## src/rtl/cla_pkg.sv

```systemverilog
// Shared types and sizing helpers for the sliced carry-lookahead add/subtract sequencer.
package cla_pkg;

  typedef enum logic [1:0] {
    IDLE = 2'd0,
    RUN  = 2'd1,
    DONE = 2'd2
  } state_t;

  localparam int WIDTH_DEF  = 64;
  localparam int SLICE_DEF  = 16;
  localparam int NSLICE_DEF = WIDTH_DEF / SLICE_DEF;

  // Counter needs at least one bit even when a single slice covers the whole word.
  function automatic int cnt_width(input int nslice);
    return (nslice > 1) ? $clog2(nslice) : 1;
  endfunction

  localparam int CNT_W_DEF = cnt_width(NSLICE_DEF);

endpackage

```

## src/rtl/cla_slice.sv

```systemverilog
// Combinational carry-lookahead slice: per-bit generate/propagate, lookahead carries,
// sum bits, carry out and the slice-level group generate/propagate.
module cla_slice #(
  parameter int SLICE = 16
) (
  input  logic [SLICE-1:0] i_x,
  input  logic [SLICE-1:0] i_y,
  input  logic             i_cin,
  output logic [SLICE-1:0] o_s,
  output logic             o_cout,
  output logic             o_g,
  output logic             o_p
);

  logic [SLICE-1:0] w_g;
  logic [SLICE-1:0] w_p;

  assign w_g = i_x & i_y;
  assign w_p = i_x ^ i_y;

  always_comb begin
    logic [SLICE:0] w_c;
    logic           w_grp;
    w_c    = '0;
    w_c[0] = i_cin;
    w_grp  = 1'b0;
    for (int i = 0; i < SLICE; i++) begin
      w_c[i+1] = w_g[i] | (w_c[i] & w_p[i]);
      // Group generate is the carry out this slice would produce with a zero carry in.
      w_grp    = w_g[i] | (w_grp & w_p[i]);
    end
    o_s    = w_p ^ w_c[SLICE-1:0];
    o_cout = w_c[SLICE];
    o_g    = w_grp;
    o_p    = &w_p;
  end

endmodule

```

## src/rtl/cla_add_sequencer.sv

```systemverilog
// Multi-cycle add/subtract: one shared CLA slice processes SLICE bits per cycle,
// with the inter-slice carry held in a register. One operation in flight at a time.
module cla_add_sequencer
  import cla_pkg::*;
#(
  parameter int WIDTH = WIDTH_DEF,
  parameter int SLICE = SLICE_DEF
) (
  input  logic             clk,
  input  logic             rst_n,
  input  logic             in_valid,
  output logic             in_ready,
  input  logic [WIDTH-1:0] a,
  input  logic [WIDTH-1:0] b,
  input  logic             sub,
  output logic             out_valid,
  input  logic             out_ready,
  output logic [WIDTH-1:0] sum,
  output logic             cout,
  output logic             ovf,
  output logic             zero,
  output logic             busy,
  output state_t           o_dbg_state
);

  localparam int NSLICE = (SLICE > 0) ? (WIDTH / SLICE) : 1;
  localparam int CNT_W  = cnt_width(NSLICE);

  generate
    if ((SLICE < 1) || ((WIDTH % SLICE) != 0)) begin : g_bad_params
      $error("cla_add_sequencer: WIDTH must be a non-zero multiple of SLICE");
    end
  endgenerate

  // Handshakes: a transfer happens on a rising edge where valid and ready are both high;
  // valid never depends on ready, and in_ready/out_valid are never high together.
  state_t                       r_state;
  state_t                       w_state_next;
  logic [NSLICE-1:0][SLICE-1:0] r_a;
  logic [NSLICE-1:0][SLICE-1:0] r_b;
  logic [NSLICE-1:0][SLICE-1:0] r_sum;
  logic [NSLICE-1:0][SLICE-1:0] w_sum_next;
  logic [CNT_W-1:0]             r_cnt;
  logic                         r_carry;
  logic                         r_cout;
  logic                         r_ovf;
  logic                         r_zero;
  logic                         w_accept;
  logic                         w_step;
  logic                         w_last;
  logic [SLICE-1:0]             w_s;
  logic                         w_cout;
  logic                         w_grp_g;
  logic                         w_grp_p;

  cla_slice #(.SLICE(SLICE)) u_slice (
    .i_x    (r_a[r_cnt]),
    .i_y    (r_b[r_cnt]),
    .i_cin  (r_carry),
    .o_s    (w_s),
    .o_cout (w_cout),
    .o_g    (w_grp_g),
    .o_p    (w_grp_p)
  );

  always_ff @(posedge clk or negedge rst_n) begin
    if (!rst_n) r_state <= IDLE;
    else        r_state <= w_state_next;
  end

  always_comb begin
    w_state_next = r_state;
    in_ready     = 1'b0;
    out_valid    = 1'b0;
    busy         = 1'b1;
    w_accept     = 1'b0;
    w_step       = 1'b0;
    w_last       = (r_cnt == CNT_W'(NSLICE - 1));
    case (r_state)
      IDLE: begin
        busy     = 1'b0;
        // Held low while reset is asserted so nothing looks acceptable during reset.
        in_ready = rst_n;
        if (in_valid && rst_n) begin
          w_accept     = 1'b1;
          w_state_next = RUN;
        end
      end
      RUN: begin
        w_step = 1'b1;
        if (w_last) w_state_next = DONE;
      end
      DONE: begin
        out_valid = 1'b1;
        if (out_ready) w_state_next = IDLE;
      end
      default: begin
        busy         = 1'b0;
        w_state_next = IDLE;
      end
    endcase
  end

  always_comb begin
    w_sum_next        = r_sum;
    w_sum_next[r_cnt] = w_s;
  end

  always_ff @(posedge clk or negedge rst_n) begin
    if (!rst_n) begin
      r_a     <= '0;
      r_b     <= '0;
      r_sum   <= '0;
      r_cnt   <= '0;
      r_carry <= 1'b0;
      r_cout  <= 1'b0;
      r_ovf   <= 1'b0;
      r_zero  <= 1'b0;
    end else if (w_accept) begin
      // Subtraction is A + ~B + 1: invert B once and seed the carry with sub.
      r_a     <= a;
      r_b     <= sub ? ~b : b;
      r_carry <= sub;
      r_cnt   <= '0;
    end else if (w_step) begin
      r_sum   <= w_sum_next;
      r_carry <= w_grp_g | (w_grp_p & r_carry);
      if (w_last) begin
        r_cnt  <= '0;
        r_cout <= w_cout;
        r_ovf  <= (r_a[NSLICE-1][SLICE-1] == r_b[NSLICE-1][SLICE-1]) &
                  (w_s[SLICE-1] != r_a[NSLICE-1][SLICE-1]);
        r_zero <= ~|w_sum_next;
      end else begin
        r_cnt <= r_cnt + 1'b1;
      end
    end
  end

  assign sum         = r_sum;
  assign cout        = r_cout;
  assign ovf         = r_ovf;
  assign zero        = r_zero;
  assign o_dbg_state = r_state;

endmodule
```

## config.mk

```make
export PLATFORM = sky130hd
export DESIGN_NAME = cla_add_sequencer
export DESIGN_NICKNAME = d
export VERILOG_FILES = /design/src/rtl/cla_pkg.sv /design/src/rtl/cla_slice.sv /design/src/rtl/cla_add_sequencer.sv
export SDC_FILE = /design/constraint.sdc
export NUM_CORES = 1
export LEC_CHECK = 0
export CAP_MARGIN = 15
export CORE_MARGIN = 5
export CORE_UTILIZATION = 47
export CTS_CLUSTER_DIAMETER = 30
export DETAILED_ROUTE_END_ITERATION = 12
export GPL_ROUTABILITY_DRIVEN = 0
export PLACE_DENSITY = 0.77
export SYNTH_ARGS = -nofsm -noshare
export SYNTH_HDL_FRONTEND = slang
export SYNTH_SLANG_ARGS = --single-unit
```

## constraint.sdc

```tcl
create_clock -name clk -period 9.4 [get_ports clk]
set_input_delay 1.41 -clock clk [delete_from_list [all_inputs] [get_ports clk]]
set_output_delay 1.41 -clock clk [all_outputs]
set_load 0.05 [all_outputs]
```

# --- Word level (Yosys, flattened, before mapping) ---
# Index checks and enable logic that the tools add are counted.
op_classes:
  bitwise_logic: 70
  n_addsub: 1
  n_reduce_logical: 11
  eq_ne: 8
  order_cmp: 2
  muxes: 23
ops:
  columns: ["op", "n"]
  rows:
  - ["16-bit binary-select mux with 2-bit select", 2]
  - ["64-bit bitwise mux", 1]
  - ["64-bit 2-to-1 mux", 1]
  - ["64-bit inverter", 1]
  - ["64-bit OR reduction", 1]
  - ["16-bit 2-to-1 mux", 3]
  - ["1-bit bitwise AND", 33]
  - ["16-bit demux with 2-bit select", 1]
  - ["1-bit bitwise OR", 32]
  - ["16-bit XOR", 2]
  - ["16-bit bitwise AND", 1]
  - ["16-bit AND reduction", 1]
  - ["2-bit 2-to-1 mux", 6]
  - ["1-bit 2-to-1 mux", 8]
  - ["2-bit inequality test, second input constant", 3]
  - ["2-bit case mux with 3 select lines", 1]
  - ["3-bit AND reduction", 2]
  - ["2-bit equality test, second input constant", 2]
  - ["2-bit by 3-bit < comparator with 1-bit output, second input constant", 1]
  - ["2-bit by 1-bit adder with 2-bit output, second input constant", 1]
  - ["2-bit by 1-bit equality test with 1-bit output, second input constant", 1]
  - ["2-bit by 1-bit greater-or-equal comparator with 1-bit output, second input constant", 1]
  - ["1-bit logical AND", 2]
  - ["2-bit logical NOT", 1]
  - ["7 further kinds", 7]
word_totals:
  out_inout_bits: 72
  register_bits: 200

# --- Depth between registers and ports, before layout ---
# Gate-level depths: netlist of the first run.
depth:
  ltp_word: 37
  mapped_depth: 27
  ltp_nobuf: 26

# --- Modules after synthesis ---
# From an unflattened synthesis of the first run, not the netlist that was laid out.
hier_totals:
  cells_unflattened: 909
  area_unflattened_um2: 9839.4
by_module_without_submodules:
  columns: ["module", "area_each_um2", "n_inst", "seq_area_each_um2", "cells_each"]
  rows:
  - ["cla_add_sequencer", 9128.8, 1, 5004.8, 841]
  - ["cla_slice", 710.7, 1, 0.0, 68]

# --- Worst setup path after synthesis of the first run ---
# Ideal clock, no wire load.
synth_timing:
  path_kind: "register -> register"
  start: "reg r_cnt[0]"
  end: "reg r_zero, in the netlist zero"
  arrival_time_ns: 8.637
  stages_incl_launch_ff: 25
  synth_period_minus_slack_ns: 8.740
  path_buffers: 2
  path_slack_ns: 0.660
  cell_sequence: "dfrtp_1 -> buf_2 -> buf_2 -> mux4_2 -> fa_1 -> fa_1 -> fa_1 -> fa_1 -> fa_1 -> fa_1 -> fa_1 -> fa_1 -> fa_1 -> fa_1 -> fa_1 -> inv_1 -> fa_1 -> inv_1 -> fa_1 -> fa_1 -> nor4_1 -> mux2i_1 -> nor4_1 -> nand4_1 -> o41ai_2"
synth_via:
  elab_chain_len: 37
  word_cells_on_any_way: 47
synth_lines:
  columns: ["item", "line_no", "text"]
  rows:
  - ["start, declared", "cla_add_sequencer.sv:43", "logic [CNT_W-1:0] r_cnt;"]
  - ["start signal, assigned", "cla_add_sequencer.sv:135", "r_cnt <= r_cnt + 1'b1;"]
  - ["16-bit binary-select mux with 2-bit select (on tied branches)", "cla_add_sequencer.sv:57, cla_add_sequencer.sv:58", null]
  - ["16-bit 2-to-1 mux (on tied branches)", "cla_add_sequencer.sv:57, cla_add_sequencer.sv:58", null]
  - ["16-bit XOR", "cla_slice.sv:19", "assign w_p = i_x ^ i_y;"]
  - ["1-bit bitwise AND", "cla_slice.sv:28", "w_c[i+1] = w_g[i] | (w_c[i] & w_p[i]);"]
  - ["1-bit bitwise OR", "cla_slice.sv:28", null]
  - ["1-bit bitwise AND", "cla_slice.sv:28", null]
  - ["1-bit bitwise OR", "cla_slice.sv:28", null]
  - ["1-bit bitwise AND", "cla_slice.sv:28", null]
  - ["[... 21 more ...]", null, null]
  - ["1-bit bitwise AND", "cla_slice.sv:28", null]
  - ["1-bit bitwise OR", "cla_slice.sv:28", null]
  - ["1-bit bitwise AND", "cla_slice.sv:28", null]
  - ["1-bit bitwise OR", "cla_slice.sv:28", null]
  - ["16-bit XOR", "cla_slice.sv:32", "o_s = w_p ^ w_c[SLICE-1:0];"]
  - ["64-bit bitwise mux", "cla_add_sequencer.sv:106", "w_sum_next[r_cnt] = w_s;"]
  - ["64-bit OR reduction", "cla_add_sequencer.sv:133", "r_zero <= ~|w_sum_next;"]
  - ["1-bit logical NOT", "cla_add_sequencer.sv:133", null]
  - ["end signal, assigned", "cla_add_sequencer.sv:133", null]
  - ["end, declared", "cla_add_sequencer.sv:47", "logic r_zero;"]
# Several ways; a longest one is shown, not always the timed one. The select of a mux whose other input is x is not followed.
# A chain may end at the register's enable or synchronous reset.

# --- Worst setup path in the final report of the first run ---
# Same ends and word-level chain as after synthesis.

==> results.md, run 1 <==
- Status: finished, final reports clean
- Worst Tran Pin Value: 0.9780 ns
- Max-slew violation count: 0
- Synth Cell Area: 9844 um^2
- Post-CTS sizing: 0
- Placeable Area: 20,820 um^2
- HP Class: reg -> reg
- Min setup slack post-route: approximately 0.39 ns
- Overflow left after global routing: 0
- Setup Skew: 0.009470 ns
- IO buf count: 204
- RR Startpoint: r_cnt[0]$_DFFE_PN0P_
- Initial DRC Count: 521
- Slew headroom: 34.80%
- Row cnt: 53
- M2 GR Usage: 34.09%
- Yosys reg bits: 200
- Crit share post-route: 95.86%
- Pwr dens: 431.7 nW/um^2
- Initial Util: between 40% and 50%
- Final ANT Viol Nets: 0
- First-pass GRT wire length: slightly above 40,000 um
- CTS Buffer Depth: 2
- Vias after detailed routing: approximately 7,300
- Postcts setup bufs: 0
- Crit path max fanout: 7
- Critical Path AT: 9.34 ns
- Worst hold margin: 0.4733 ns
- Clock tree sinks: 200
- Post-CTS Hold Buffers: 0
- Reg2Reg Depth: 25
- Highest-count cells in the layout ignoring fill and taps: 280 x nand2_1, 202 x clkdlybuf4s50_1, 198 x dfrtp_1, 84 x o21ai_0, 64 x xnor2_1
- Setup crit start: r_cnt[0]$_DFFE_PN0P_
- Most used cell, CP: fa_1
- Layout cells sized above 1: 11.83%
- Unique masters post-synth: 39
- Final hold violations: 0
- Final Setup Violations: 0
- Worst EP required: 9.73 ns
- Worst r2r dst: zero$_DFFE_PN0P_
- M3 GR Usage: 5.036%
- Layout area overhead: 28.70%
- Layout Nets: 1,266
- Max-cap viol count: 0
- CTS buffer count: 17
- Die width: between 150 and 200 um
- CP endpoint kind: register
- CP max stage delay: 0.53 ns
- Largest net degree at the start of global routing: 107
- Power Total: between 5 and 6 mW
- VDD IR max: between 0.0003 and 0.0004 V
- Critical path buffer and inverter count: 4
- Area after DPL: 12,080 um^2
- P_leak: between 5 and 6 nW
- Initial antenna violation count: 0
- CTS tree: yes
- Post-DP HPWL: 18,950 um
- Die H: ~150 um
- Crit path to: zero$_DFFE_PN0P_
- Commonest non-fill, non-tap cell in the layout: nand2_1
- Vias in the first global route: 7,475
- Mapped Cells: 916
- DRC Markers: 0
- Fmax: 111.0 MHz
- H-Tree Depth: 4
- Slowest CP cell: mux4_2
- WL final: 25,000 um
- Total iterations of the first detailed-routing run: 5
- WL/cell: 18.09 um
- Boundary pin count: 205
- Synth Warn #: 0
- CP Launch Type: register
- Sequential area share after synthesis: 50.84%
- Syn_nets: 1,088
- Mean Syn Cell Area: 10.75 um^2
- Global-route usage over all layers: a little over a fifth
- Clock slew seen by the registers of the worst setup and hold paths: about 0.070 ns
- Slack of the worst reg-to-reg path: 0.39 ns
- Clk Latency, worst-skew pair: 0.44 ns
- Tmin final: around 9 ns
- CP Class: reg -> reg
- N_diodes: 0
- Via/cell ratio: 5.314
- GRT Max-Usage Layer: met2
- Post-route setup TNS: 0 ns
- WP depth: 25
- Cell area after layout: 12,670 um^2
- Die area: 23,940 um^2
- Clock root buffer: clkbuf_16
- GRT met1 Usage: about 30%
- CP top delay family: adder cells
- Pre-CTS setup slack: between 0.2 and 0.3 ns
-- worst reg2reg max path: cells and delay by family (launching register included) --
kind	cells	cell delay, ns
adders and majority gates	15	6.39
and+or+nand+nor	3	0.77
muxes	2	0.66
DFF	1	0.43
AOI/OAI and AO/OA	1	0.34
buffers and inverters	4	0.29
-- where the power goes --
part / total [mW] / switching [mW] / internal [mW]
Clock: 0.711 / 0.333 / 0.378
Sequential: 1.57 / 0.288 / 1.28
Combinational: 3.19 / 1.94 / 1.25
-- registers in the layout, summed over array words and instances, names as in the netlist --
name and count:
r_a 64, r_b 64, sum 64, o_dbg_state 2, r_cnt 2, cout 1
ovf 1, r_carry 1, zero 1
-- kinds of logic (layout without fill, tap and decap cells) --
logic type | Yosys count | after routing | share of synthesized area [%]
multiplexers | 90 | 90 | 13.89
buffers and inverters | 70 | 261 | 2.987
AO/OA/AOI/OAI | 108 | 108 | 5.974
adder cells (fa/ha/maj) | 39 | 39 | 6.177
flip-flops | 200 | 200 | 50.84
XOR/XNOR | 64 | 64 | 5.694
AND/OR/NAND/NOR | 345 | 345 | 14.44
-- synth_stat cells --
cell type  number  area [um^2]
a221oi_1        1        8.760
a211oi_1        1        7.510
xnor2_1        64        560.5
and3_1          5        31.28
or4_1           4        30.03
a31oi_1         2        12.51
nor4_1         14        87.58
mux2_1          3        33.78
nand4b_1        1        8.760
nor3_1         10        50.05
o21bai_1        2        15.01
a21oi_1         6        30.03
buf_2          25        125.1
mux4_2         32        720.7
nand4_1         3        18.77
nand3_1         5        25.02
fa_1           16        320.3
inv_1          17        63.81
mux2_2         50        563.0
and2_1          1        6.260
nor2_1         15        56.30
o21ai_1         3        15.01
ha_1           23        287.8
nand2b_1        1        6.260
nor2b_1         1        6.260
o22a_1          1        8.760
o21a_1          2        15.01
mux2i_1         5        50.05
nor3b_1         1        7.510
a21o_1          4        30.03
and4b_1         1        10.01
dfrtp_1       200         5005
nor4b_1         3        26.28
a2111oi_0       1        8.760
buf_1           5        18.77
clkbuf_1       23        86.33
nand2_1       280         1051
o21ai_0        84        420.4
o41ai_2         1        16.27
-- metrics by stage --
stage          util, %  cells
2_1_floorplan        -    916
3_3_place_gp     58.00   1350
3_5_place_dp     58.00   1350
4_1_cts          60.76   1382
5_1_grt          60.85   1382
6_report         60.85   1382
-- worst min path at each step --
stage	slack (ns)	to	startpoint	cells after the start
3_3_place_gp	0.45	r_a[60]$_DFFE_PN0P_	r_a[60]$_DFFE_PN0P_	2
4_1_cts	0.48	r_a[39]$_DFFE_PN0P_	r_a[39]$_DFFE_PN0P_	2
3_5_place_dp	0.46	r_a[39]$_DFFE_PN0P_	r_a[39]$_DFFE_PN0P_	2
5_1_grt	0.50	r_a[54]$_DFFE_PN0P_	r_a[54]$_DFFE_PN0P_	2
2_1_floorplan	0.44	r_a[32]$_DFFE_PN0P_	r_a[32]$_DFFE_PN0P_	2
6_report	0.47	r_a[53]$_DFFE_PN0P_	r_a[53]$_DFFE_PN0P_	2
-- routing by layer --
layer / routed length, um / vias to the layer above
met5: 0 / -
met1: 10630 / 3556
met2: 11910 / 294
met3: 1939 / 40
li1: - / 3454
met4: 525 / 0
-- final cells by class --
class	instances	area (um^2)
repair buffers	212	2115
well taps	275	344.1
flip-flops and latches	200	5007
clock inverters	14	133.9
clock buffers	18	439.2
fillers	1685	8153
inverters	17	63.81
multi-input cells	646	4567
No activity file was read; power rests on OpenSTA's default activity.
==> inputs of run 2 (changes only) <==
Settings changed: CAP_MARGIN 15 to 25, CTS_CLUSTER_DIAMETER 30 to 80.
==> results of run 2 <==
No change in the layout: final DEF, timing and power equal those of run 1.
==> inputs of run 3 (changes only) <==
Settings changed: SETUP_SLACK_MARGIN set to 0.4, TNS_END_PERCENT set to 100.
Clock period 9.4 ns to 7.3 ns, I/O delays scaled along.
==> results.md, run 3 (synthesized netlist as in run 1, its figures left out) <==
- Critical Path AT: 7.70 ns (was 9.34 ns)
- Max-slew violation count: 0 (unchanged)
- DRC Markers: 0 (unchanged)
- Via/cell ratio: 5.292 (was 5.314)
- Initial DRC Count: 506 (was 521)
- WL/cell: 18.25 um (was 18.09 um)
- Highest-count cells in the layout ignoring fill and taps: 280 x nand2_1, 202 x clkdlybuf4s50_1, 198 x dfrtp_1, 80 x o21ai_0, 64 x xnor2_1 (was 280 x nand2_1, 202 x clkdlybuf4s50_1, 198 x dfrtp_1, 84 x o21ai_0, 64 x xnor2_1)
- CTS buffer count: 17 (unchanged)
- Die H: 154.7 um (unchanged)
- Clock root buffer: clkbuf_16 (unchanged)
- First-pass GRT wire length: 40,040 um (was 40,240 um)
- Setup Skew: 0.01152 ns (was 0.009470 ns)
- Vias in the first global route: 7,439 (was 7,475)
- Vias after detailed routing: 7,372 (was 7,344)
- Slew headroom: 34.71% (was 34.80%)
- Slack of the worst reg-to-reg path: -0.09 ns (was 0.39 ns)
- Total iterations of the first detailed-routing run: 5 (unchanged)
- CTS Buffer Depth: 2 (unchanged)
- Final hold violations: 0 (unchanged)
- Final Setup Violations: 1 (was 0)
- CP Class: reg -> reg (unchanged)
- Reg2Reg Depth: 26 (was 25)
- Crit path max fanout: 4 (was 7)
- Global-route usage over all layers: 21.42% (was 21.28%)
- Fmax: 135.2 MHz (was 111.0 MHz)
- Clock slew seen by the registers of the worst setup and hold paths: 0.07 ns (about the same)
- Min setup slack post-route: -0.09403 ns (was 0.3889 ns)
- Row cnt: 53 (unchanged)
- Hold-critical path depth: 2 (unchanged)
- Max-cap viol count: 0 (unchanged)
- CTS tree: yes (unchanged)
- Clk Latency, worst-skew pair: 0.44 ns (about the same)
- IO buf count: 204 (unchanged)
- N_diodes: 0 (unchanged)
- Initial antenna violation count: 0 (unchanged)
- Commonest non-fill, non-tap cell in the layout: nand2_1 (unchanged)
- Die area: 23,940 um^2 (unchanged)
- Filler instances: 1,695 (was 1,685)
- Initial Util: 47.28% (unchanged)
- Tmin final: 7.394 ns (was 9.011 ns)
- Worst r2r dst: zero$_DFFE_PN0P_ (unchanged)
- HP Class: reg -> reg (unchanged)
- Layout area overhead: 30.91% (was 28.70%)
- Layout Nets: 1,277 (was 1,266)
- CP endpoint kind: register (unchanged)
- Post-DP HPWL: 19,060 um (was 18,950 um)
- Layout cells sized above 1: 14.58% (was 11.83%)
- WL final: 25,430 um (was 25,000 um)
- Boundary pin count: 205 (unchanged)
- Status: finished with violations (was finished, final reports clean)
- Die width: 154.7 um (unchanged)
- RR Startpoint: r_cnt[0]$_DFFE_PN0P_ (unchanged)
- Worst EP required: 7.61 ns (was 9.73 ns)
- H-Tree Depth: 4 (unchanged)
- Placeable Area: 20,820 um^2 (unchanged)
- Largest net degree at the start of global routing: 89 (was 107)
- Final ANT Viol Nets: 0 (unchanged)
- CP Launch Type: register (unchanged)
- Crit share post-route: 101.3% (was 95.86%)
- Post-route setup TNS: -0.09403 ns (was 0 ns)
- Hold path start: r_a[5]$_DFFE_PN0P_ (was r_a[53]$_DFFE_PN0P_)
- Overflow left after global routing: 0 (unchanged)
- Min-Delay Endpoint: r_a[5]$_DFFE_PN0P_ (was r_a[53]$_DFFE_PN0P_)
- Clock tree sinks: 200 (unchanged)
- Worst Tran Pin Value: 0.9793 ns (was 0.9780 ns)
- RSZ-0062 raised after global routing: true
- Failing checks: negative setup slack
[run 3: what timing repair did]
action / in CTS / in global routing
cloned: 0 / 0
hold buffers: 0 / 0
gates resized for setup: 7 / 6
endpoints found under the setup margin: 5 / 10
pin swaps: 6 / 0
buffers inserted: 5 / 1
[run 3: worst max path at each step]
stage                          from               end  cells past startpoint
2_1_floorplan  r_cnt[0]$_DFFE_PN0P_  zero$_DFFE_PN0P_                     27
3_3_place_gp   r_cnt[0]$_DFFE_PN0P_  zero$_DFFE_PN0P_                     25
3_5_place_dp   r_cnt[0]$_DFFE_PN0P_  zero$_DFFE_PN0P_                     25
4_1_cts        r_cnt[0]$_DFFE_PN0P_  zero$_DFFE_PN0P_                     26
5_1_grt        r_cnt[0]$_DFFE_PN0P_  zero$_DFFE_PN0P_                     26
6_report       r_cnt[0]$_DFFE_PN0P_  zero$_DFFE_PN0P_                     26
[run 3: layout make-up]
class | count | area [um^2] | share of cell area [%]
multi-input combinational | 646 | 4628 | 35.91
clock buffer | 18 | 429.2 | 3.330
sequential | 200 | 5007 | 38.85
tap | 275 | 344.1 | 2.670
timing repair buffer | 223 | 2230 | 17.30
inverter | 17 | 63.81 | 0.4951
clock inverter | 14 | 185.2 | 1.437
[run 3: stage by stage]
stage	instance area, um^2	util (%)	hold WS [ns]	std cells	setup WS (ns)
2_1_floorplan	9902	-	0.4403	916	0.1996
3_3_place_gp	12140	58.30	0.4522	1353	0.04931
3_5_place_dp	12160	58.40	0.4583	1354	-0.1148
4_1_cts	12830	61.62	0.4795	1391	-0.01801
5_1_grt	12890	61.89	0.4952	1393	-0.2661
6_report	12890	61.89	0.4764	1393	-0.09403
[run 3: layer usage]
layer  routed length (um)  GRT usage (%)
met1                10790          29.07
met2                12220          34.30
met3                 1896          5.680
met5                    0              0
met4                  524          6.098
[run 3: worst max-delay path, stage by stage, from the launching register on]
cell and delay (ns):
dfrtp_2 0.41, mux4_2 0.54, inv_2 0.08, fa_1 0.16
inv_1 0.05, fa_2 0.33, fa_2 0.35, fa_2 0.35
fa_2 0.37, fa_2 0.36, fa_2 0.37, fa_2 0.36
fa_2 0.35, fa_2 0.35, fa_2 0.36, fa_2 0.34
inv_2 0.06, fa_1 0.16, inv_1 0.05, fa_2 0.34
fa_2 0.39, inv_2 0.07, fa_2 0.46, and3_1 0.18
and3_4 0.19, o21ai_2 0.15, o41ai_2 0.09
Power of run 3 is not shown: default switching activity piles up to over one toggle a cycle in this logic, so the estimate is an artifact.
